--- src/rtl/cpu_run_ctrl.sv ---
// CPU run controller: holds the CPU in reset, runs it under a clock enable,
// then stops on a flag match, a cycle limit or an abort.
//
// state | meaning
// IDLE  | CPU held in reset, waiting for start
// HOLD  | CPU reset asserted for RST_CYCLES cycles
// RUN   | CPU enabled, cycles counted, flags monitored
// DONE  | run finished, results held until next start
module cpu_run_ctrl #(
  parameter int CNT_W         = 16,
  parameter int NFLAGS        = 2,
  parameter int RST_CYCLES    = 2,
  parameter int STOP_ON_MATCH = 1
) (
  input  logic              clk,
  input  logic              rst_n,
  input  logic              start,
  input  logic              abort,
  input  logic [CNT_W-1:0]  max_cycles,
  input  logic [NFLAGS-1:0] stop_mask,
  input  logic [NFLAGS-1:0] stop_value,
  input  logic [NFLAGS-1:0] flags,
  output logic              cpu_rst_n,
  output logic              cpu_en,
  output logic              running,
  output logic              done,
  output logic              timeout,
  output logic [CNT_W-1:0]  cycle_cnt,
  output logic [NFLAGS-1:0] flag_sticky
);

  typedef enum logic [1:0] {IDLE, HOLD, RUN, DONE} state_t;

  localparam logic [3:0]       HOLD_LOAD = 4'(RST_CYCLES - 1);
  localparam logic [CNT_W-1:0] CNT_ONE   = {{(CNT_W-1){1'b0}}, 1'b1};

  state_t            state_q, state_d;
  logic              armed_q;
  logic [3:0]        hold_q;
  logic [CNT_W-1:0]  max_q;
  logic [CNT_W-1:0]  cnt_q;
  logic [NFLAGS-1:0] mask_q;
  logic [NFLAGS-1:0] value_q;
  logic [NFLAGS-1:0] sticky_q;
  logic              timeout_q;

  logic              start_ok;
  logic              match;
  logic              limit_hit;
  logic [CNT_W-1:0]  cnt_plus;
  logic [CNT_W-1:0]  cnt_sat;

  // armed_q keeps the first edge after reset release from accepting start
  assign start_ok  = start && armed_q && (state_q == IDLE || state_q == DONE);
  assign match     = (STOP_ON_MATCH != 0) && (mask_q != '0) &&
                     (((flags ^ value_q) & mask_q) == '0);
  assign cnt_plus  = cnt_q + CNT_ONE;
  assign cnt_sat   = (cnt_q == '1) ? cnt_q : cnt_plus;
  assign limit_hit = (max_q != '0) && (cnt_plus == max_q);

  always_comb begin
    state_d = state_q;
    case (state_q)
      IDLE: if (start_ok) state_d = HOLD;
      HOLD: begin
        if (abort)              state_d = DONE;
        else if (hold_q == '0)  state_d = RUN;
      end
      RUN: begin
        if (abort || match || limit_hit) state_d = DONE;
      end
      DONE: if (start_ok) state_d = HOLD;
      default: state_d = IDLE;
    endcase
  end

  always_ff @(posedge clk or negedge rst_n) begin
    if (!rst_n) begin
      state_q   <= IDLE;
      armed_q   <= 1'b0;
      hold_q    <= '0;
      max_q     <= '0;
      cnt_q     <= '0;
      mask_q    <= '0;
      value_q   <= '0;
      sticky_q  <= '0;
      timeout_q <= 1'b0;
    end else begin
      armed_q <= 1'b1;
      state_q <= state_d;
      if (start_ok) begin
        max_q     <= max_cycles;
        mask_q    <= stop_mask;
        value_q   <= stop_value;
        cnt_q     <= '0;
        sticky_q  <= '0;
        timeout_q <= 1'b0;
        hold_q    <= HOLD_LOAD;
      end else begin
        case (state_q)
          HOLD: begin
            if (!abort && hold_q != '0) hold_q <= hold_q - 4'd1;
          end
          RUN: begin
            sticky_q <= sticky_q | flags;
            // an aborted cycle is not counted and never reports a timeout
            if (!abort) begin
              cnt_q     <= cnt_sat;
              timeout_q <= limit_hit && !match;
            end
          end
          default: ;
        endcase
      end
    end
  end

  assign cpu_rst_n   = (state_q == RUN) || (state_q == DONE);
  assign cpu_en      = (state_q == RUN);
  assign running     = (state_q == RUN);
  assign done        = (state_q == DONE);
  assign timeout     = timeout_q;
  assign cycle_cnt   = cnt_q;
  assign flag_sticky = sticky_q;

endmodule

--- config.mk ---
export PLATFORM = sky130hd
export DESIGN_NAME = cpu_run_ctrl
export DESIGN_NICKNAME = d
export VERILOG_FILES = /design/src/rtl/cpu_run_ctrl.sv
export SDC_FILE = /design/constraint.sdc
export NUM_CORES = 1
export LEC_CHECK = 0
export CAP_MARGIN = 5
export CORE_ASPECT_RATIO = 0.6
export CORE_MARGIN = 4
export CORE_UTILIZATION = 45
export CTS_CLUSTER_DIAMETER = 80
export CTS_CLUSTER_SIZE = 24
export DETAILED_ROUTE_END_ITERATION = 7
export GPL_TIMING_DRIVEN = 0
export PLACE_DENSITY_LB_ADDON = 0.25
export REMOVE_ABC_BUFFERS = 1
export SYNTH_ARGS = -nofsm -noshare
export SYNTH_HDL_FRONTEND = slang
export SYNTH_SLANG_ARGS = --single-unit
export TNS_END_PERCENT = 50
--- constraint.sdc ---
create_clock -name clk -period 2.1 [get_ports clk]
set_input_delay 0.42 -clock clk [delete_from_list [all_inputs] [get_ports clk]]
set_output_delay 0.42 -clock clk [all_outputs]
set_load 0.005 [all_outputs]
==> results.md <==
* Count of final max-slew check failures at 0
* Final ANT Viol Nets at 0
* Final setup viols at 4
* Failing checks: setup timing
* Sink Count at 46
* Max cap viols at 0
* P_sw at 0.00159 W
* H-tree Lvls at 2
* Crit path buf inv count at 1
* Largest net degree at the start of global routing at 31
* CP top delay family: simple AND/OR/NAND/NOR gates
* Core area at 6080 um^2
* Min Tclk post-route at 2260 ps
* Cell Chain, Critical Path: buf_4 > and4_2 > nor3b_1 > o21ai_1 > a2111oi_4 > nand4_4 > nand3_2 > o311ai_2
* Switch share at 39.6%
* Antenna violations before repair at 0
* Critical Path Fanout Max at 5
* Main synth FF type: dfrtp_1
* CP Launch Type: register
* Antenna Cells at 0
* Relative slew slack at 51.7%
* Vias in the first global route at 2745
* Clk root buf: clkbuf_8
* EDFF count, synth at 0
* Filler-free cell count of the finished design at 490
* Iter 0 DRT Violations at 261
* Critical path's slowest cell: dfrtp_2
* Site row count at 22
* Crit path capture type: register
* Synth-to-Final Area Change at 43.4%
* Storage cell area at 1170 um^2
* Post-synthesis sequential area ratio at 40.8%
* Area of the multi-input gates at 1820 um^2
* Max Fclk at 442 MHz
* Clock power share at 16.9%
* Most common cell after layout, fill and taps aside: nand2_1
* Critical Path RT at 2270 ps
* Die height at 69.3 um
* Post-synth ARST share at 100%
* Reg-to-reg critical path endpoint: state_q[1]$_DFFE_PN0P_
* Nets@finish at 437
* Outcome: finished with violations
* Synth warn at 0
* Final Hold Viols at 0
* Final WL at 8760 um
* Hold/Removal Path Class: in2async
* Most frequent cells in the layout: nand2_1 (75), clkdlybuf4s50_1 (47), buf_4 (33)
* Synthesized area per cell at 8.68 um^2
* Design area at 4050 um^2
* Final WS setup at -165 ps
* Clock buffer depth at 2
* Top Ports at 49
* Combinational Power Share at 45.0%
* Reg2Reg Depth at 8
* Design Power at 0.00401 W
* Worst-Margin Slew at 724 ps
* Via-to-Cell Ratio at 5.70
* GR Util All Layers at 23.9%
* CP max stage delay at 450 ps
* Post-Synthesis Cells at 325
* RSZ-0062 raised after global routing: true
* Period utilization at 108%
* Layout fillers at 493
* TritonRoute pass-1 iters at 5
* R2R Setup Slk at -160 ps
* Leakage Power at 1.72 nW
* HPWL Detailed at 5270 um
* Skew final at 5.87 ps
* Peak supply drop at 0.478 mV
* DRC violations left at 0
* Later-pin clock latency in the skew report at 300 ps
* Sequential power share at 38.1%
* Post-Synthesis Cell Area at 2820 um^2
* Final core occ at 66.5%
* # port buffers at 48
* Routed wire per std cell at 17.9 um
* Share of layout cells above drive strength 1 at 26.4%
* Die Width at 110 um
* Internal Power at 0.00242 W
* WHS at 40.6 ps
* Worst EP arrival at 2430 ps
* DP Cell Count at 440
* Vias at 2794
* PwrDens at 991 nW/um^2
* Critical path type: reg2reg
* First-pass GRT wire length at 14200 um
* Die Area at 7640 um^2
* Synth unique cells at 51
* CTS tree: yes
* Yosys reg bits at 46
* Num CTS Buffers at 5
* Cell Area, Placed at 3340 um^2
* Placer congestion estimate at 0.957
* Worst r2r src: cycle_cnt[9]$_DFFE_PN0P_
* GRT overflow at 0
* Initial Util at 46.4%
* Clk slew on worst S/H paths at 90 ps
-- layer usage --
layer / wire length [um] / track usage (%)
met2: 3680 / 32.9
met4: 107 / 5.19
met1: 4050 / 36.7
met5: 0 / 0
met3: 919 / 7.35
-- timing repair --
action                     4_1_cts  5_1_grt
hold buffers                     0        0
pin swaps                       14        5
setup endpoints to repair       47       17
resized for setup               59       10
cloned                           3        1
buffers inserted                27       11
-- sequential cells by signal, summed over array words and instances (netlist names) --
register and flops:
flag_sticky 2, value_q 2, armed_q 1, cycle_cnt 16, max_q 16, timeout 1, hold_q 4, state_q 2
mask_q 2
-- power by group through the flow --
stage / clock network, W / logic [W] / registers (W)
final: 0.000677 / 0.00180 / 0.00153
after CTS: 0.000694 / 0.00169 / 0.00151
after global placement: 0 / 0.00135 / 0.00152
after global routing: 0.000727 / 0.00198 / 0.00157
after floorplan: 0 / 0.000986 / 0.00142
after detailed placement: 0 / 0.00141 / 0.00153
-- synth_stat cells (3+ instances only) --
master	n	area share, %
nand3_1	9	1.6
nor3b_1	5	1.3
a211oi_1	3	0.80
o41ai_1	4	1.2
nor4_1	11	2.4
xor2_1	10	3.1
dfrtp_1	46	41
nor2_1	18	2.4
a21oi_1	7	1.2
nor3_1	7	1.2
inv_1	9	1.2
nor2b_1	6	1.3
nand2b_1	4	0.89
xnor2_1	14	4.3
clkbuf_1	9	1.2
buf_2	6	1.1
ha_1	6	2.7
o21ai_0	22	3.9
nand4_1	5	1.1
nand4_2	3	1.3
nand2_1	77	10
o31ai_1	4	1.1
-- through the flow --
step                worst slack (ps)  setup TNS [ps]
finish                          -165            -442
global route                    -248            -746
CTS                            -87.1            -425
detailed placement             -1530          -22220
global placement               -1390          -51250
floorplan                       -554           -6870
-- cells by family (layout without fill, tap and decap cells) --
kind of cell | Yosys count | count (layout) | share of synthesized area (%)
adder cells (fa/ha/maj) | 7 | 7 | 3.02
buffers and inverters | 27 | 104 | 4.17
flip-flops | 46 | 46 | 40.8
other | 1 | 1 | 0.133
multiplexers | 2 | 2 | 0.754
AO/OA/AOI/OAI | 58 | 58 | 15.1
AND/OR/NAND/NOR | 160 | 164 | 28.6
XOR/XNOR | 24 | 24 | 7.45
-- worst max path at each step --
stage               cells after the start                         to                       from
floorplan                               7   cycle_cnt[5]$_DFFE_PN0P_     state_q[0]$_DFFE_PN0P_
global placement                        6  cycle_cnt[13]$_DFFE_PN0P_                      start
detailed placement                      7  cycle_cnt[13]$_DFFE_PN0P_     state_q[0]$_DFFE_PN0P_
CTS                                     7     state_q[1]$_DFFE_PN0P_   cycle_cnt[0]$_DFFE_PN0P_
global route                            7     state_q[1]$_DFFE_PN0P_  cycle_cnt[10]$_DFFE_PN0P_
finish                                  8     state_q[1]$_DFFE_PN0P_   cycle_cnt[9]$_DFFE_PN0P_
-- layout make-up --
class	instances	area share (%)
timing repair buffer	87	19.8
tap	84	2.60
inverter	9	0.835
sequential	46	29.0
multi-input combinational	256	45.1
clock buffer	5	1.70
clock inverter	3	1.08
(Power assumes the default switching activity.)
==> patch: new RTL, same flow settings <==
Register the outputs `cpu_en`, `running` and `done`, without a reset; this adds one clock of latency there. The other outputs are not delayed to match.
--- a/src/rtl/cpu_run_ctrl.sv
+++ b/src/rtl/cpu_run_ctrl.sv
@@ -116,9 +116,11 @@
   end
 
   assign cpu_rst_n   = (state_q == RUN) || (state_q == DONE);
-  assign cpu_en      = (state_q == RUN);
-  assign running     = (state_q == RUN);
-  assign done        = (state_q == DONE);
+  always_ff @(posedge clk) begin
+    cpu_en  <= (state_q == RUN);
+    running <= (state_q == RUN);
+    done    <= (state_q == DONE);
+  end
   assign timeout     = timeout_q;
   assign cycle_cnt   = cnt_q;
   assign flag_sticky = sticky_q;
Formal check against the unedited RTL: not equivalent (Yosys sat finds a counterexample within 4 cycles, from zero or initial values and one cycle with rst_n low).
==> patch against the original RTL <==
  * Critical path depth down 1
  * Power down 15%
  * Sequential cell count up 2
  * Sequential share of layout area up 6.3 points
  * Worst setup slack better by 0.083 ns
  * The run still ends with setup timing left
  * Area after synthesis down 3.6%
  * Design area down 16%
  * Wire length down 29%
  * Cell count down 12%
==> patch: results (changes against the original RTL) <==
Outcome
  – Outcome: complete, but fails checks
  – Failing checks: setup timing

Logic synthesis
  – Top post-synthesis cells by count: 77 x nand2_1, 46 x dfrtp_1, 27 x nor2_1
  – Async set or reset register ratio after synthesis: 95.8% (-4.2 points)
  – Synth unique cells: 46 (-9.8%)
  – Register area share after synthesis: 43.8% (+3.0 points)
  – Ys Warns: 0 (unchanged)
  – Synth area leaders: dfrtp_1 42%, nand2_1 11%, xnor2_1 6.8%

Worst setup path
  – Worst r2r dst: state_q[1]
  – Worst EP arrival: 2.38 ns (-0.05 ns)
  – Worst R2R Start: max_q[13]
  – Worst reg2reg path depth: 7 (-1)
  – Critical Path Fanout Max: 3 (-2)

Timing
  – Final Hold Vio Count: 0 (unchanged)
  – Final setup margin: -0.0821 ns (+0.0826 ns)
  – Setup Viol. Count Final: 3 (-1)
  – Clk_skew: 0.00500 ns (-0.000870 ns)
  – Worst slew margin: 50.0% (-1.7 points)
  – Max Slew Vio Count: 0 (unchanged)

Finish
  – Diodes inserted: 0 (unchanged)
  – Layout cells sized above 1: 12.9% (-13 points)
  – Layout net count: 381 (-13%)

Clocking
  – H-tree depth: 2 (unchanged)
  – Clock transition at the registers of the reported paths: 0.09 ns (about the same)
  – CTS max path bufs: 2 (unchanged)
  – Clk Latency, worst-skew pair: 0.30 ns (about the same)
  – CTS buffer count: 5 (unchanged)
  – Clock Tree Root: clkbuf_8

Pwr
  – LEAKAGE: 1.48 nW (-14%)
  – Worst vdd ir: 0.438 mV (-8.3%)

Routing
  – Final wirelength: 6.19 mm (-29%)
  – Drt first pass iters: 4 (-1)
  – Iter 0 DRT Violations: 114 (-56%)
  – Routed vias/inst: 5.10 (-11%)

GRT
  – Antenna violations before repair: 0 (unchanged)
  – Vias in the first global route: 2140 (-22%)
  – Largest net degree at the start of global routing: 44 (+42%)
  – Total GRT Usage: 18.1% (-5.8 points)
  – First-pass GRT wire length: 10.4 mm (-27%)

Place
  – Post-DP Area: 0.00319 mm2 (-4.3%)
  – Port bufs: 48 (unchanged)
  – Placer Congestion: 0.882 (-7.9%)
  – HPWL Detailed: 4.67 mm (-11%)

Worst hold path
  – Hold/Removal Path Class: input pin to async pin
patch: cell count changes in the layout (fill, tap and decap cells not counted), moves of 6 or more:
cell,before,now
dfrtp_2,17,8
xnor2_1,14,20
nor2_1,16,27
buf_4,33,7
xor2_1,10,19
o21ai_0,17,4
dfrtp_1,29,38
patch: metrics by stage:
| step | TNS (ns) | hold slack (ns) | setup WS [ns] | instances |
|---|---|---|---|---|
| 6_report | -0.207 | 0.0776 | -0.0821 | 430 |
| 3_3_place_gp | -43.20 | 0.481 | -0.661 | 414 |
| 3_5_place_dp | -0.621 | 0.414 | -0.148 | 415 |
| 4_1_cts | 0 | 0.0833 | 0.0154 | 427 |
| 5_1_grt | -1.07 | 0.0976 | -0.255 | 430 |
| 2_1_floorplan | 0 | 0.124 | 0.0793 | 286 |
patch: worst max-delay path, stage by stage, from the launching register on:
cell	delay, ns
dfrtp_2	0.46
xnor2_2	0.19
or2b_1	0.26
o41ai_2	0.35
o221ai_2	0.19
nor4_4	0.38
o21ai_2	0.12
o2bb2ai_1	0.14
patch: cell type report:
type | instances | area, um2
fillers | 528 | 2300
multi-input cells | 233 | 1450
flip-flops and latches | 48 | 1200
repair buffers | 56 | 547
well taps | 80 | 100
clock buffers | 5 | 68.8
clock inverters | 3 | 18.8
inverters | 5 | 18.8
patch: logic make-up after synthesis:
logic type	Yosys count	synth area share (%)
simple gates	155	27.1
flops	48	43.8
compound gates	30	7.77
xor+xnor	40	12.9
fa+ha+maj	6	2.76
other cells	1	0.138
buf+inv	23	5.20
mux	1	0.368
patch: worst max path at each step:
stage | from | to
floorplan | cycle_cnt[0] | state_q[1]
global placement | rst_n | flag_sticky[0]
detailed placement | cycle_cnt[0] | state_q[0]
CTS | cycle_cnt[0] | state_q[1]
global route | cycle_cnt[13] | state_q[0]
finish | max_q[13] | state_q[1]
patch: routing by layer:
| metal | routed length (um) | global-route usage (%) |
|---|---|---|
| met5 | 0 | 0 |
| met4 | 74 | 5.83 |
| met3 | 438 | 3.49 |
| met2 | 2500 | 26.2 |
| met1 | 3180 | 27.3 |
patch: power breakdown:
group          internal, W  switching [W]  leakage (nW)  total (W)
clock             0.000233       0.000314        0.0479   0.000546
sequential         0.00120       0.000294         0.600    0.00150
combinational     0.000701       0.000673         0.833    0.00137
total              0.00214        0.00128          1.48    0.00342
patch: what timing repair did:
| action | in CTS | in global routing |
|---|---|---|
| setup endpoints to repair | 10 | 9 |
| pin swaps | 2 | 5 |
| hold buffers | 0 | 0 |
| cloned | 0 | 0 |
| gates resized for setup | 16 | 5 |
| setup buffers | 4 | 3 |
